File: src/rtl/multilane_acc_pkg.sv
// Shared types and arithmetic helper for the multi-lane accumulator.
// The state enum covers the idle/clear-sweep controller, and sat_add performs
// the wrap-or-saturate addition for any operand width up to SAT_ADD_MAX_W.
package multilane_acc_pkg;

  typedef enum logic [0:0] {
    IDLE  = 1'b0,
    CLEAR = 1'b1
  } state_t;

  // Widest operand sat_add handles; callers zero-extend into this width.
  localparam int SAT_ADD_MAX_W = 64;
  localparam logic [SAT_ADD_MAX_W:0] SAT_ADD_ONE = 1;

  // Adds two zero-extended operands of 'width' significant bits.
  // Returns {carry, result}. The result sits in the low 'width' bits and is
  // all-ones on carry when sat is set, otherwise the wrapped sum.
  function automatic logic [SAT_ADD_MAX_W:0] sat_add(
    input logic [SAT_ADD_MAX_W-1:0] acc,
    input logic [SAT_ADD_MAX_W-1:0] value,
    input logic                     sat,
    input int                       width
  );
    logic [SAT_ADD_MAX_W:0] raw;
    logic [SAT_ADD_MAX_W:0] mask;
    logic [SAT_ADD_MAX_W:0] res;
    logic                   carry;
    raw   = {1'b0, acc} + {1'b0, value};
    mask  = (SAT_ADD_ONE << width) - SAT_ADD_ONE;
    // Both operands are below 2**width, so any bit above the mask is the carry.
    carry = |(raw & ~mask);
    res   = (carry && sat) ? mask : (raw & mask);
    return {carry, res[SAT_ADD_MAX_W-1:0]};
  endfunction

endpackage

File: src/rtl/multilane_accumulator_acc_lane.sv
// One accumulator lane: a WIDTH-bit running sum plus its sticky overflow flag.
// Clear and write never coincide: the parent only writes while idle and only
// clears during the sweep. Clear is still given priority.
module acc_lane
  import multilane_acc_pkg::*;
#(
  parameter int WIDTH = 8
) (
  input  logic             clk,
  input  logic             rst,
  input  logic             we,
  input  logic             clr,
  input  logic [WIDTH-1:0] next_value,
  input  logic             next_ovf,
  output logic [WIDTH-1:0] acc,
  output logic             sticky
);

  logic [WIDTH-1:0] acc_reg;
  logic             sticky_reg;

  // Hold, clear or load the lane value and fold new carries into the sticky flag.
  always_ff @(posedge clk) begin
    if (!rst) begin
      acc_reg    <= '0;
      sticky_reg <= 1'b0;
    end else if (clr) begin
      acc_reg    <= '0;
      sticky_reg <= 1'b0;
    end else if (we) begin
      acc_reg    <= next_value;
      sticky_reg <= sticky_reg | next_ovf;
    end
  end

  assign acc    = acc_reg;
  assign sticky = sticky_reg;

endmodule

File: src/rtl/multilane_accumulator.sv
// LANES independent WIDTH-bit accumulators behind a valid/ready operand port.
// Each accepted (lane, value) is added in one cycle (wrap or saturate) and the
// result is reported the following cycle. clear_req starts a one-lane-per-cycle
// sweep that zeroes every accumulator and sticky flag.
// Optional build macro: MULTILANE_ACC_TOTAL_EN adds a registered 'total' port
// carrying the sum of all lanes.
module multilane_accumulator
  import multilane_acc_pkg::*;
#(
  parameter  int WIDTH  = 8,
  parameter  int LANES  = 4,
  localparam int LANE_W = (LANES > 1) ? $clog2(LANES) : 1
) (
  input  logic              clk,
  input  logic              rst,
  input  logic              in_valid,
  output logic              in_ready,
  input  logic [LANE_W-1:0] in_lane,
  input  logic [WIDTH-1:0]  in_value,
  input  logic              sat_mode,
  input  logic              clear_req,
  output logic              out_valid,
  output logic [LANE_W-1:0] out_lane,
  output logic [WIDTH-1:0]  sum,
  output logic              overflow,
  output logic [LANES-1:0]  ovf_sticky
`ifdef MULTILANE_ACC_TOTAL_EN
  ,
  output logic [WIDTH+LANE_W-1:0] total
`endif
);

  state_t            state_reg, state_next;
  logic [LANE_W-1:0] sweep_idx_reg, sweep_idx_next;

  logic              accept;
  logic              lane_hit;
  logic [LANES-1:0]  lane_sel;
  logic [WIDTH-1:0]  acc_q [LANES];
  logic [WIDTH-1:0]  acc_sel;
  logic [SAT_ADD_MAX_W:0] add_res;
  logic              add_carry;
  logic [WIDTH-1:0]  add_sum;

  logic              out_valid_reg;
  logic [LANE_W-1:0] out_lane_reg;
  logic [WIDTH-1:0]  sum_reg;
  logic              overflow_reg;

  // Ready depends only on the registered state, never on in_valid.
  assign in_ready = (state_reg == IDLE);
  assign accept   = in_valid && in_ready;

  // Decode the target lane and pick its current value; out-of-range indices
  // select nothing, so such operands are consumed without effect.
  always_comb begin
    lane_sel = '0;
    acc_sel  = '0;
    for (int i = 0; i < LANES; i++) begin
      if (in_lane == LANE_W'(i)) begin
        lane_sel[i] = 1'b1;
        acc_sel     = acc_q[i];
      end
    end
  end

  assign lane_hit  = accept && (|lane_sel);
  assign add_res   = sat_add(SAT_ADD_MAX_W'(acc_sel), SAT_ADD_MAX_W'(in_value), sat_mode, WIDTH);
  assign add_carry = add_res[SAT_ADD_MAX_W];
  assign add_sum   = add_res[WIDTH-1:0];

  // Bits of the helper's wide result above WIDTH are always zero.
  if (WIDTH < SAT_ADD_MAX_W) begin : g_add_res_hi
    logic add_res_hi_unused;
    assign add_res_hi_unused = |add_res[SAT_ADD_MAX_W-1:WIDTH];
  end

  for (genvar gi = 0; gi < LANES; gi++) begin : g_lane
    acc_lane #(
      .WIDTH(WIDTH)
    ) u_lane (
      .clk       (clk),
      .rst       (rst),
      .we        (accept && lane_sel[gi]),
      .clr       ((state_reg == CLEAR) && (sweep_idx_reg == LANE_W'(gi))),
      .next_value(add_sum),
      .next_ovf  (add_carry),
      .acc       (acc_q[gi]),
      .sticky    (ovf_sticky[gi])
    );
  end

  // Controller state and sweep index registers.
  always_ff @(posedge clk) begin
    if (!rst) begin
      state_reg     <= IDLE;
      sweep_idx_reg <= '0;
    end else begin
      state_reg     <= state_next;
      sweep_idx_reg <= sweep_idx_next;
    end
  end

  // Enter the sweep on clear_req while idle; walk one lane per cycle and
  // return to idle after the last lane. Requests during the sweep are ignored.
  always_comb begin
    state_next     = state_reg;
    sweep_idx_next = sweep_idx_reg;
    case (state_reg)
      IDLE: begin
        if (clear_req) begin
          state_next     = CLEAR;
          sweep_idx_next = '0;
        end
      end
      CLEAR: begin
        if (sweep_idx_reg == LANE_W'(LANES - 1)) begin
          state_next     = IDLE;
          sweep_idx_next = '0;
        end else begin
          sweep_idx_next = sweep_idx_reg + 1'b1;
        end
      end
      default: begin
        state_next     = IDLE;
        sweep_idx_next = '0;
      end
    endcase
  end

  // Result registers: pulse out_valid for an in-range accept, otherwise hold.
  always_ff @(posedge clk) begin
    if (!rst) begin
      out_valid_reg <= 1'b0;
      out_lane_reg  <= '0;
      sum_reg       <= '0;
      overflow_reg  <= 1'b0;
    end else begin
      out_valid_reg <= lane_hit;
      if (lane_hit) begin
        out_lane_reg <= in_lane;
        sum_reg      <= add_sum;
        overflow_reg <= add_carry;
      end
    end
  end

  assign out_valid = out_valid_reg;
  assign out_lane  = out_lane_reg;
  assign sum       = sum_reg;
  assign overflow  = overflow_reg;

`ifdef MULTILANE_ACC_TOTAL_EN
  localparam int TOT_W = WIDTH + LANE_W;

  logic [TOT_W-1:0] total_next, total_reg;

  // Sum every lane; TOT_W bits cover LANES * (2**WIDTH - 1) without wrapping.
  always_comb begin
    total_next = '0;
    for (int i = 0; i < LANES; i++) begin
      total_next = total_next + TOT_W'(acc_q[i]);
    end
  end

  // Register the total so it trails any accumulator change by one cycle.
  always_ff @(posedge clk) begin
    if (!rst) begin
      total_reg <= '0;
    end else begin
      total_reg <= total_next;
    end
  end

  assign total = total_reg;
`endif

endmodule
File: config.mk
export PLATFORM = sky130hd
export DESIGN_NAME = multilane_accumulator
export DESIGN_NICKNAME = d
export VERILOG_FILES = /design/src/rtl/multilane_acc_pkg.sv /design/src/rtl/multilane_accumulator_acc_lane.sv /design/src/rtl/multilane_accumulator.sv
export SDC_FILE = /design/constraint.sdc
export NUM_CORES = 1
export LEC_CHECK = 0
export BUFFER_PORTS_ARGS = -buffer_cell sky130_fd_sc_hd__buf_4
export CORE_MARGIN = 4
export CORE_UTILIZATION = 41
export CTS_CLUSTER_DIAMETER = 40
export CTS_CLUSTER_SIZE = 8
export DETAILED_ROUTE_END_ITERATION = 10
export REMOVE_ABC_BUFFERS = 1
export SETUP_SLACK_MARGIN = 0.02
export SYNTH_ARGS = -nofsm -noshare
export SYNTH_HDL_FRONTEND = slang
export SYNTH_SLANG_ARGS = --single-unit
File: constraint.sdc
create_clock -name clk -period 2.64 [get_ports clk]
set_input_delay 0 -clock clk [delete_from_list [all_inputs] [get_ports clk]]
set_output_delay 0 -clock clk [all_outputs]
set_load 0.005 [all_outputs]
==> results of run 1 <==
## cells by family after synthesis
family	count (synthesis)	share of synthesized area [%]
and+or+nand+nor	86	15.3
AOI/OAI and AO/OA	78	22.3
DFF	51	41.3
buffers and inverters	25	5.41
adders and majority gates	13	6.88
muxes	10	8.10
xor gates and xnor gates	2	0.709
## layout by cell type, fill, tap and decap left out, types with 3 or more instances in the layout
cell	count
dfxtp_1	51
nor2_1	45
buf_4	40
a211oi_1	29
nand2_1	15
ha_1	12
a21oi_1	11
o21ai_0	11
inv_1	9
mux4_2	8
nand3_1	6
clkbuf_8	6
nand2b_1	4
nor3_1	4
nor2_2	3
nor2b_1	3
a21o_1	3
o22ai_1	3
## critical path: cells and delay by family (launching register included)
kind	cells	cell delay, ns
simple gates	2	0.58
mux	1	0.46
fa+ha+maj	2	0.46
compound gates	3	0.44
flops	1	0.32
buf+inv	1	0.09
## routing by layer
layer	up-vias	GRT usage, %	routed length [um]
met5	-	0	0
met2	38	25.5	2510
met3	4	3.46	270
met1	904	24.0	2790
li1	1015	-	-
met4	0	5.18	49
## final cells by class
| cell class | instances | area share (%) |
|---|---|---|
| Clock buffer | 6 | 2.82 |
| Tap cell | 75 | 3.20 |
| Timing Repair Buffer | 41 | 10.6 |
| Sequential cell | 51 | 34.9 |
| Clock inverter | 2 | 1.20 |
| Multi-Input combinational cell | 189 | 46.2 |
| Inverter | 9 | 1.15 |
## through the flow
step	setup TNS [ns]	utilization, %	hold slack (ns)	worst slack, ns	area, um^2
2_1_floorplan	0	-	0.122	0.379	2370
3_3_place_gp	0	47.0	0.238	0.0104	2770
3_5_place_dp	-0.00630	47.0	0.238	-0.00630	2770
4_1_cts	0	49.2	0.0529	0.0194	2900
5_1_grt	-0.0330	49.8	0.0529	-0.0157	2930
6_report	0	49.8	0.0552	0.147	2930
## power by group
part / leakage [nW] / internal (mW) / switching [mW]
logic: 0.683 / 0.133 / 0.167
registers: 0.417 / 0.807 / 0.0213
clock network: 0.0612 / 0.307 / 0.249
## final timing paths
check                          startpoint  slack (ns)                       to  depth (start not counted)
setup / recovery  g_lane[3].u_lane.acc[0]        0.15  g_lane[3].u_lane.acc[6]                          9
hold reg to reg               out_lane[0]        0.47              out_lane[0]                          2
hold / removal                        rst        0.06                   sum[2]                          3
setup reg to reg  g_lane[3].u_lane.acc[0]        0.15  g_lane[3].u_lane.acc[6]                          9
## what timing repair did
item	in CTS	in global routing
endpoints found under the setup margin	5	33
cloned	0	0
setup buffers	0	0
hold buffers	1	0
gates resized for setup	1	7
endpoints found under the hold margin	1	0
pin swaps	0	1
==> results.ini, run 1 <==
[timing]
skew_ns = 0.00969
timing.fmax_mhz = 401
worstMarginPinSlew_ns = 0.549
finalSetupViolations = 0
fin_crit_sh_pct = 94.4
rsz0062_at_grt = yes
hold_viol = 0
drv_slew = 0
finalCriticalPeriod_ns = 2.49
slew_headroom_pct = 63.4

[hold_path]
hold_path_class = in -> reg

[finish]
antenna_cells = 0
fillers = 559
seqCellArea_um2 = 1020
num-nets-final = 325
largest_reg_flops = 32
multi_input_area_um2 = 1350
syn2layout_area_growth_pct = 18.5
drive_gt1_share_pct = 23.5
stdcell_count = 373

[route]
vias = 1961
wl_per_cell_um = 15.1
drc = 0
drtIter0Drc = 129
ant_nets = 0
first_pass_iters = 4
routed_wirelength_um = 5620
via_per_inst = 5.26

[critical_path]
cpPeakStageDelay_ns = 0.46
path_max_fanout = 5
crit_type = reg -> reg
path_cells = mux4_2 > ha_1 > inv_1 > fa_1 > nand2b_1 > a21boi_1 > or3_1 > a21boi_4 > a211oi_1
cp-end-kind = flop
cpMaxStageDelayCell = mux4_2
critPathArrivalTime_ns = 2.65
required_ns = 2.80
startpoint_type = flop

[placement]
hpwlAfterDp_um = 3930
place_inst = 364
portBuffers = 31
gp_congestion = 0.737

[cts]
cts_tree = built
htreeDepth = 2
cts_sinks = 51
cts_buffers = 5
clk_latency_ns = 0.30
root_buffer = clkbuf_8
cts.clk_slew.worst_paths_ns = 0.09
ctsLongestPathBuffers = 2

[synth]
syn_area_per_cell_um2 = 9.33
synth_top_area_share_pct = 41.3
synth_area_um2 = 2470
synth_seq_cells = 51
ys_types = 42
ys_seq_area_share_pct = 41.3
synth_area_leaders = dfxtp_1 (41%), a211oi_1 (8.8%), mux4_2 (7.3%)
synth_commonest_cells = dfxtp_1 (51), nor2_1 (46), a211oi_1 (29)
synth_warnings = 0
synth_most_common_cell = dfxtp_1
synth-main-ff-cell = dfxtp_1
yosys.area.top_type = dfxtp_1
syn_inst = 265
synthArstFlopShare_pct = 0
synth-edff-count = 0

[pwr]
leakage_nw = 1.16
ir_drop_uv = 245
total_power_mw = 1.68
p_per_area_nw_per_um2 = 575

[global_routing]
antenna_found_initial = 0
track_usage_pct = 16.8
grt_max_degree = 23
grt_overflow = 0
grt_pass1_vias = 1980
grt_pass1_wl_um = 9830

[die]
coreArea_um2 = 5890
initial_core_util_pct = 42.0
chipWidth_um = 85.7
num_rows = 28
die_area_um2 = 7340
boundaryPins = 32
die_h_um = 85.7

[run_status]
status = finished clean

[job]
maxCapViolations = 0

Power figures use the tool's default switching activity.
==> run 2, diff against run 1 <==
GPL_TIMING_DRIVEN = 0   (was unset)
SYNTH_HIERARCHICAL = 1   (was unset)
==> results.ini, run 2 <==
[timing]
hold_ws_ns = 0.0350
tns_ns = 0
timing.fmax_mhz = 393
setup_slack_ns = 0.0957
skew_ns = 0.00863
fin_crit_sh_pct = 96.4
finalSetupViolations = 0
finalCriticalPeriod_ns = 2.54
hold_viol = 0
slew_headroom_pct = 40.4
worstMarginPinSlew_ns = 0.889
rsz0062_at_grt = yes
drv_slew = 0

[synth]
synth-main-ff-cell = dfxtp_1
synthArstFlopShare_pct = 0
ys_types = 41
syn_area_per_cell_um2 = 9.74
synth_top_area_share_pct = 40.6
yosys.area.top_type = dfxtp_1
syn_inst = 258
synth_seq_cells = 51
synth_most_common_cell = dfxtp_1
synth_commonest_cells = dfxtp_1 (51), nor2_1 (40), mux2i_1 (32)
synth_area_um2 = 2510
ys_seq_area_share_pct = 40.6
synth-edff-count = 0
synth_warnings = 6
synth_area_leaders = dfxtp_1 (41%), mux2i_1 (13%), mux4_2 (7.2%)

[finish]
fin_util_pct = 50.6
fillers = 562
layout_commonest_cell = dfxtp_1
antenna_cells = 0
drive_gt1_share_pct = 25.2
largest_reg_flops = 32
syn2layout_area_growth_pct = 19.3
num-nets-final = 317
final_cell_mix = dfxtp_1 (50), nor2_1 (39), buf_4 (35), mux2i_1 (32), nand2_1 (17)

[global_routing]
grt_max_degree = 20
track_usage_pct = 15.7
antenna_found_initial = 0
grt_overflow = 0
grt_pass1_wl_um = 8980
grt_pass1_vias = 1807

[route]
wl_per_cell_um = 15.8
drc = 0
routed_wirelength_um = 5750
via_per_inst = 5.20
vias = 1899
ant_nets = 0
drtIter0Drc = 71
dr_wl_met3_um = 229
met1Wirelength_um = 2600
first_pass_iters = 5
highest_layer = met4
wl_met2_um = 2840

[pwr]
leakage_nw = 1.21
pwr-share-seq_pct = 53.0
combinationalPowerShare_pct = 17.4
swShare_pct = 28.2
total_power_mw = 1.55
clockPowerShare_pct = 29.5
ir_drop_uv = 279
internal_power_mw = 1.11
p_per_area_nw_per_um2 = 518
switching_power_mw = 0.438

[critical_path]
path_cells = mux4_2 > ha_4 > inv_2 > fa_2 > nor2b_2 > o21a_2 > o211ai_4 > buf_12 > a21bo_4 > mux2i_1 > nor2_1
crit_path_end = g_lane[1].u_lane/acc[7]
r2r_cells = 11
cp_top_family = compound AO/OA/AOI/OAI gates
reg2reg_to = g_lane[1].u_lane/acc[7]
cp-end-kind = flop
crit_start = g_lane[3].u_lane/acc[0]
required_ns = 2.83
r2r_setup_slack_ns = 0.1
cpMaxStageDelayCell = mux4_2
cpPeakStageDelay_ns = 0.52
critPathArrivalTime_ns = 2.73
critical_path_depth = 11
startpoint_type = flop
path_max_fanout = 7
crit_type = reg -> reg
regToRegStartpoint = g_lane[3].u_lane/acc[0]
crit_buf_inv = 2

[placement]
gp_congestion = 0.743
hpwlAfterDp_um = 4000
preCtsSetupSlack_ns = -0.200
portBuffers = 31

[cts]
cts_buffers = 5
htreeDepth = 2
cts_sinks = 51
clk_latency_ns = 0.30
cts.clk_slew.worst_paths_ns = 0.10
cts_tree = built
root_buffer = clkbuf_8
ctsLongestPathBuffers = 2

[die]
die_h_um = 86.3
die_area_um2 = 7450
num_rows = 28
boundaryPins = 32
chipWidth_um = 86.3
initial_core_util_pct = 42.5
coreArea_um2 = 5920

[hold_path]
hold_path_class = in -> reg

[run_status]
status = finished clean

[job]
maxCapViolations = 0

-- run 2: cell types whose count changed after synthesis, moves of 3 or more --
cell,delta
a211oi_1,-27
nor2_1,-6
a21oi_1,-3
mux2i_1,+30
and2_1,+5
a31oi_1,+5
nand3_1,-6
buf_4,-5
nand2_1,+3
-- run 2: stage by stage --
step | instances | area (um^2)
2_1_floorplan | 243 | 2420
3_3_place_gp | 349 | 2750
5_1_grt | 365 | 3000
6_report | 365 | 3000
3_5_place_dp | 350 | 2770
4_1_cts | 360 | 2900
-- run 2: final cells by class --
type                       count  area [um^2]  area share [%]
multi-input combinational    184         1440            47.9
sequential                    51         1020            34.1
timing repair buffer          39          329            11.0
tap                           75         93.8            3.13
clock buffer                   5         68.8            2.30
inverter                       8         30.0            1.00
clock inverter                 3         18.8           0.626
-- run 2: power by group through the flow --
stage                     logic [mW]  clock network [mW]  registers, mW
after floorplan                0.155                   0          0.839
after global placement         0.251                   0          0.840
after detailed placement       0.255                   0          0.841
after CTS                      0.259               0.467          0.824
after global routing           0.300               0.505          0.829
final                          0.270               0.459          0.824
-- run 2: metal layers --
| metal | vias up | global-route usage [%] |
|---|---|---|
| met5 | - | 0 |
| met4 | 0 | 4.67 |
| met3 | 8 | 3.04 |
| met2 | 39 | 27.0 |
| met1 | 893 | 20.0 |
| li1 | 959 | - |
-- run 2: worst min-delay path by stage --
stage,endpoint,cells past startpoint,startpoint
global placement,state_reg,3,clear_req
CTS,sum[0],3,rst
finish,sum[6],3,rst
floorplan,sweep_idx_reg[0],1,rst
global route,out_lane[1],2,rst
detailed placement,state_reg,3,clear_req
-- run 2: worst register-to-register path: stages (launching register included) --
cell,delay [ns]
dfxtp_2,0.33
mux4_2,0.52
ha_4,0.19
inv_2,0.05
fa_2,0.22
nor2b_2,0.06
o21a_2,0.23
o211ai_4,0.26
buf_12,0.15
a21bo_4,0.24
mux2i_1,0.13
nor2_1,0.05
-- run 2: logic make-up after synthesis --
| kind of cell | after synthesis | share of synthesized area, % |
|---|---|---|
| buffers and inverters | 23 | 4.98 |
| adders and majority gates | 13 | 6.77 |
| xor gates and xnor gates | 4 | 1.39 |
| AOI/OAI and AO/OA | 48 | 12.5 |
| DFF | 51 | 40.6 |
| muxes | 40 | 19.9 |
| and+or+nand+nor | 79 | 13.8 |
-- run 2: what timing repair did --
action / CTS / global route
setup buffers: 1 / 4
gates cloned: 0 / 1
pin swaps: 1 / 4
endpoints found under the setup margin: 35 / 24
hold endpoints to repair: 1 / 0
hold buffers: 1 / 0
gates resized for setup: 2 / 16
==> run 3, diff against run 2 <==
SETUP_SLACK_MARGIN = 0.15   (was 0.02)
==> results.ini, run 3 (same netlist as run 2, synthesis figures left out) <==
[finish]
final_cell_mix = dfxtp_1 (50), nor2_1 (39), buf_4 (36), mux2i_1 (32), nand2_1 (17)
num-nets-final = 319
fin_util_pct = 51.1
syn2layout_area_growth_pct = 20.4
drive_gt1_share_pct = 25.3
largest_reg_flops = 32
layout_commonest_cell = dfxtp_1
antenna_cells = 0

[route]
ant_nets = 0
drtIter0Drc = 95
routed_wirelength_um = 5760
wl_per_cell_um = 15.7
vias = 1898
first_pass_iters = 4
drc = 0
via_per_inst = 5.17

[hold_path]
hold_path_class = in -> reg
min-delay-start = rst

[die]
chipWidth_um = 86.3
die_area_um2 = 7450
die_h_um = 86.3
coreArea_um2 = 5920
boundaryPins = 32
num_rows = 28
initial_core_util_pct = 42.5

[global_routing]
grt_max_degree = 20
antenna_found_initial = 0
grt_overflow = 0
grt_pass1_vias = 1863
grt_pass1_wl_um = 9260
track_usage_pct = 16.2

[timing]
rsz0062_at_grt = yes
setup_slack_ns = 0.162
hold_viol = 0
worstMarginPinSlew_ns = 0.894
finalCriticalPeriod_ns = 2.48
skew_ns = 0.00585
finalSetupViolations = 0
fin_crit_sh_pct = 93.9
drv_slew = 0
timing.fmax_mhz = 404
slew_headroom_pct = 40.1

[placement]
preCtsSetupSlack_ns = -0.200
hpwlAfterDp_um = 4000
gp_congestion = 0.743
portBuffers = 31

[pwr]
ir_drop_uv = 275
leakage_nw = 1.23
p_per_area_nw_per_um2 = 513

[critical_path]
crit_path_end = g_lane[1].u_lane/acc[7]
reg2reg_to = g_lane[1].u_lane/acc[7]
regToRegStartpoint = g_lane[3].u_lane/acc[0]
r2r_setup_slack_ns = 0.16
critPathArrivalTime_ns = 2.66
crit_start = g_lane[3].u_lane/acc[0]
cp-end-kind = flop
r2r_cells = 11
startpoint_type = flop
crit_type = reg -> reg
required_ns = 2.82
path_max_fanout = 7

[cts]
cts_buffers = 5
cts_sinks = 51
clk_latency_ns = 0.30
cts_tree = built
ctsLongestPathBuffers = 2
root_buffer = clkbuf_8
htreeDepth = 2
cts.clk_slew.worst_paths_ns = 0.10

[run_status]
status = finished clean

[job]
maxCapViolations = 0

-- run 3: cell types whose count changed in the layout (fill, tap and decap cells not counted), sizes merged --
cell and delta:
clkbuf -1, buf +3
-- run 3: power by group --
part | total [mW] | internal [mW] | switching, mW
clock network | 0.453 | 0.187 | 0.266
registers | 0.824 | 0.804 | 0.0194
logic | 0.276 | 0.127 | 0.150
total | 1.55 | 1.12 | 0.435
-- run 3: metal layers --
layer / track usage (%) / part of all wire, % / vias up
met5: 0 / 0 / -
met4: 4.67 / 1.4 / 0
met3: 3.04 / 4.3 / 7
met2: 28.4 / 50 / 36
met1: 20.4 / 44 / 895
li1: - / - / 960
-- run 3: how the worst min path moves through the flow --
stage / slack [ns] / end / cells past startpoint
6_report: 0.04 / sum[0] / 3
5_1_grt: 0.04 / out_lane[1] / 2
4_1_cts: 0.03 / sum[0] / 3
3_5_place_dp: 0.30 / state_reg / 3
3_3_place_gp: 0.29 / state_reg / 3
2_1_floorplan: 0.12 / sweep_idx_reg[0] / 1
-- run 3: cell type report --
| class | instances | area [um^2] |
|---|---|---|
| repair buffers | 41 | 350 |
| inverters | 8 | 30.0 |
| flip-flops and latches | 51 | 1020 |
| clock inverters | 3 | 18.8 |
| multi-input cells | 184 | 1440 |
| fillers | 558 | 2890 |
| clock buffers | 5 | 68.8 |
| well taps | 75 | 93.8 |
-- run 3: stage by stage --
step / area [um^2] / std cells / hold slack, ns / TNS [ns] / power (mW)
final: 3030 / 367 / 0.0382 / 0 / 1.55
after global routing: 3030 / 367 / 0.0428 / 0 / 1.64
after CTS: 2980 / 364 / 0.0311 / 0 / 1.56
after detailed placement: 2770 / 350 / 0.295 / -5.15 / 1.10
after global placement: 2750 / 349 / 0.291 / -4.84 / 1.09
after floorplan: 2420 / 243 / 0.122 / 0 / 0.994
-- run 3: critical path: stages (launching register included) --
cell      delay [ns]
dfxtp_2         0.33
mux4_2          0.52
ha_4            0.19
inv_2           0.05
fa_2            0.21
nor2b_2         0.05
o21a_2          0.23
o211ai_4        0.21
buf_12          0.15
a21bo_4         0.24
mux2i_1         0.13
nor2_1          0.05
-- run 3: timing repair --
item / 4_1_cts / 5_1_grt
pin swaps: 4 / 2
gates cloned: 1 / 0
hold endpoints to repair: 1 / 0
endpoints found under the setup margin: 37 / 39
hold buffers: 1 / 0
gates resized for setup: 14 / 6
setup buffers: 4 / 3
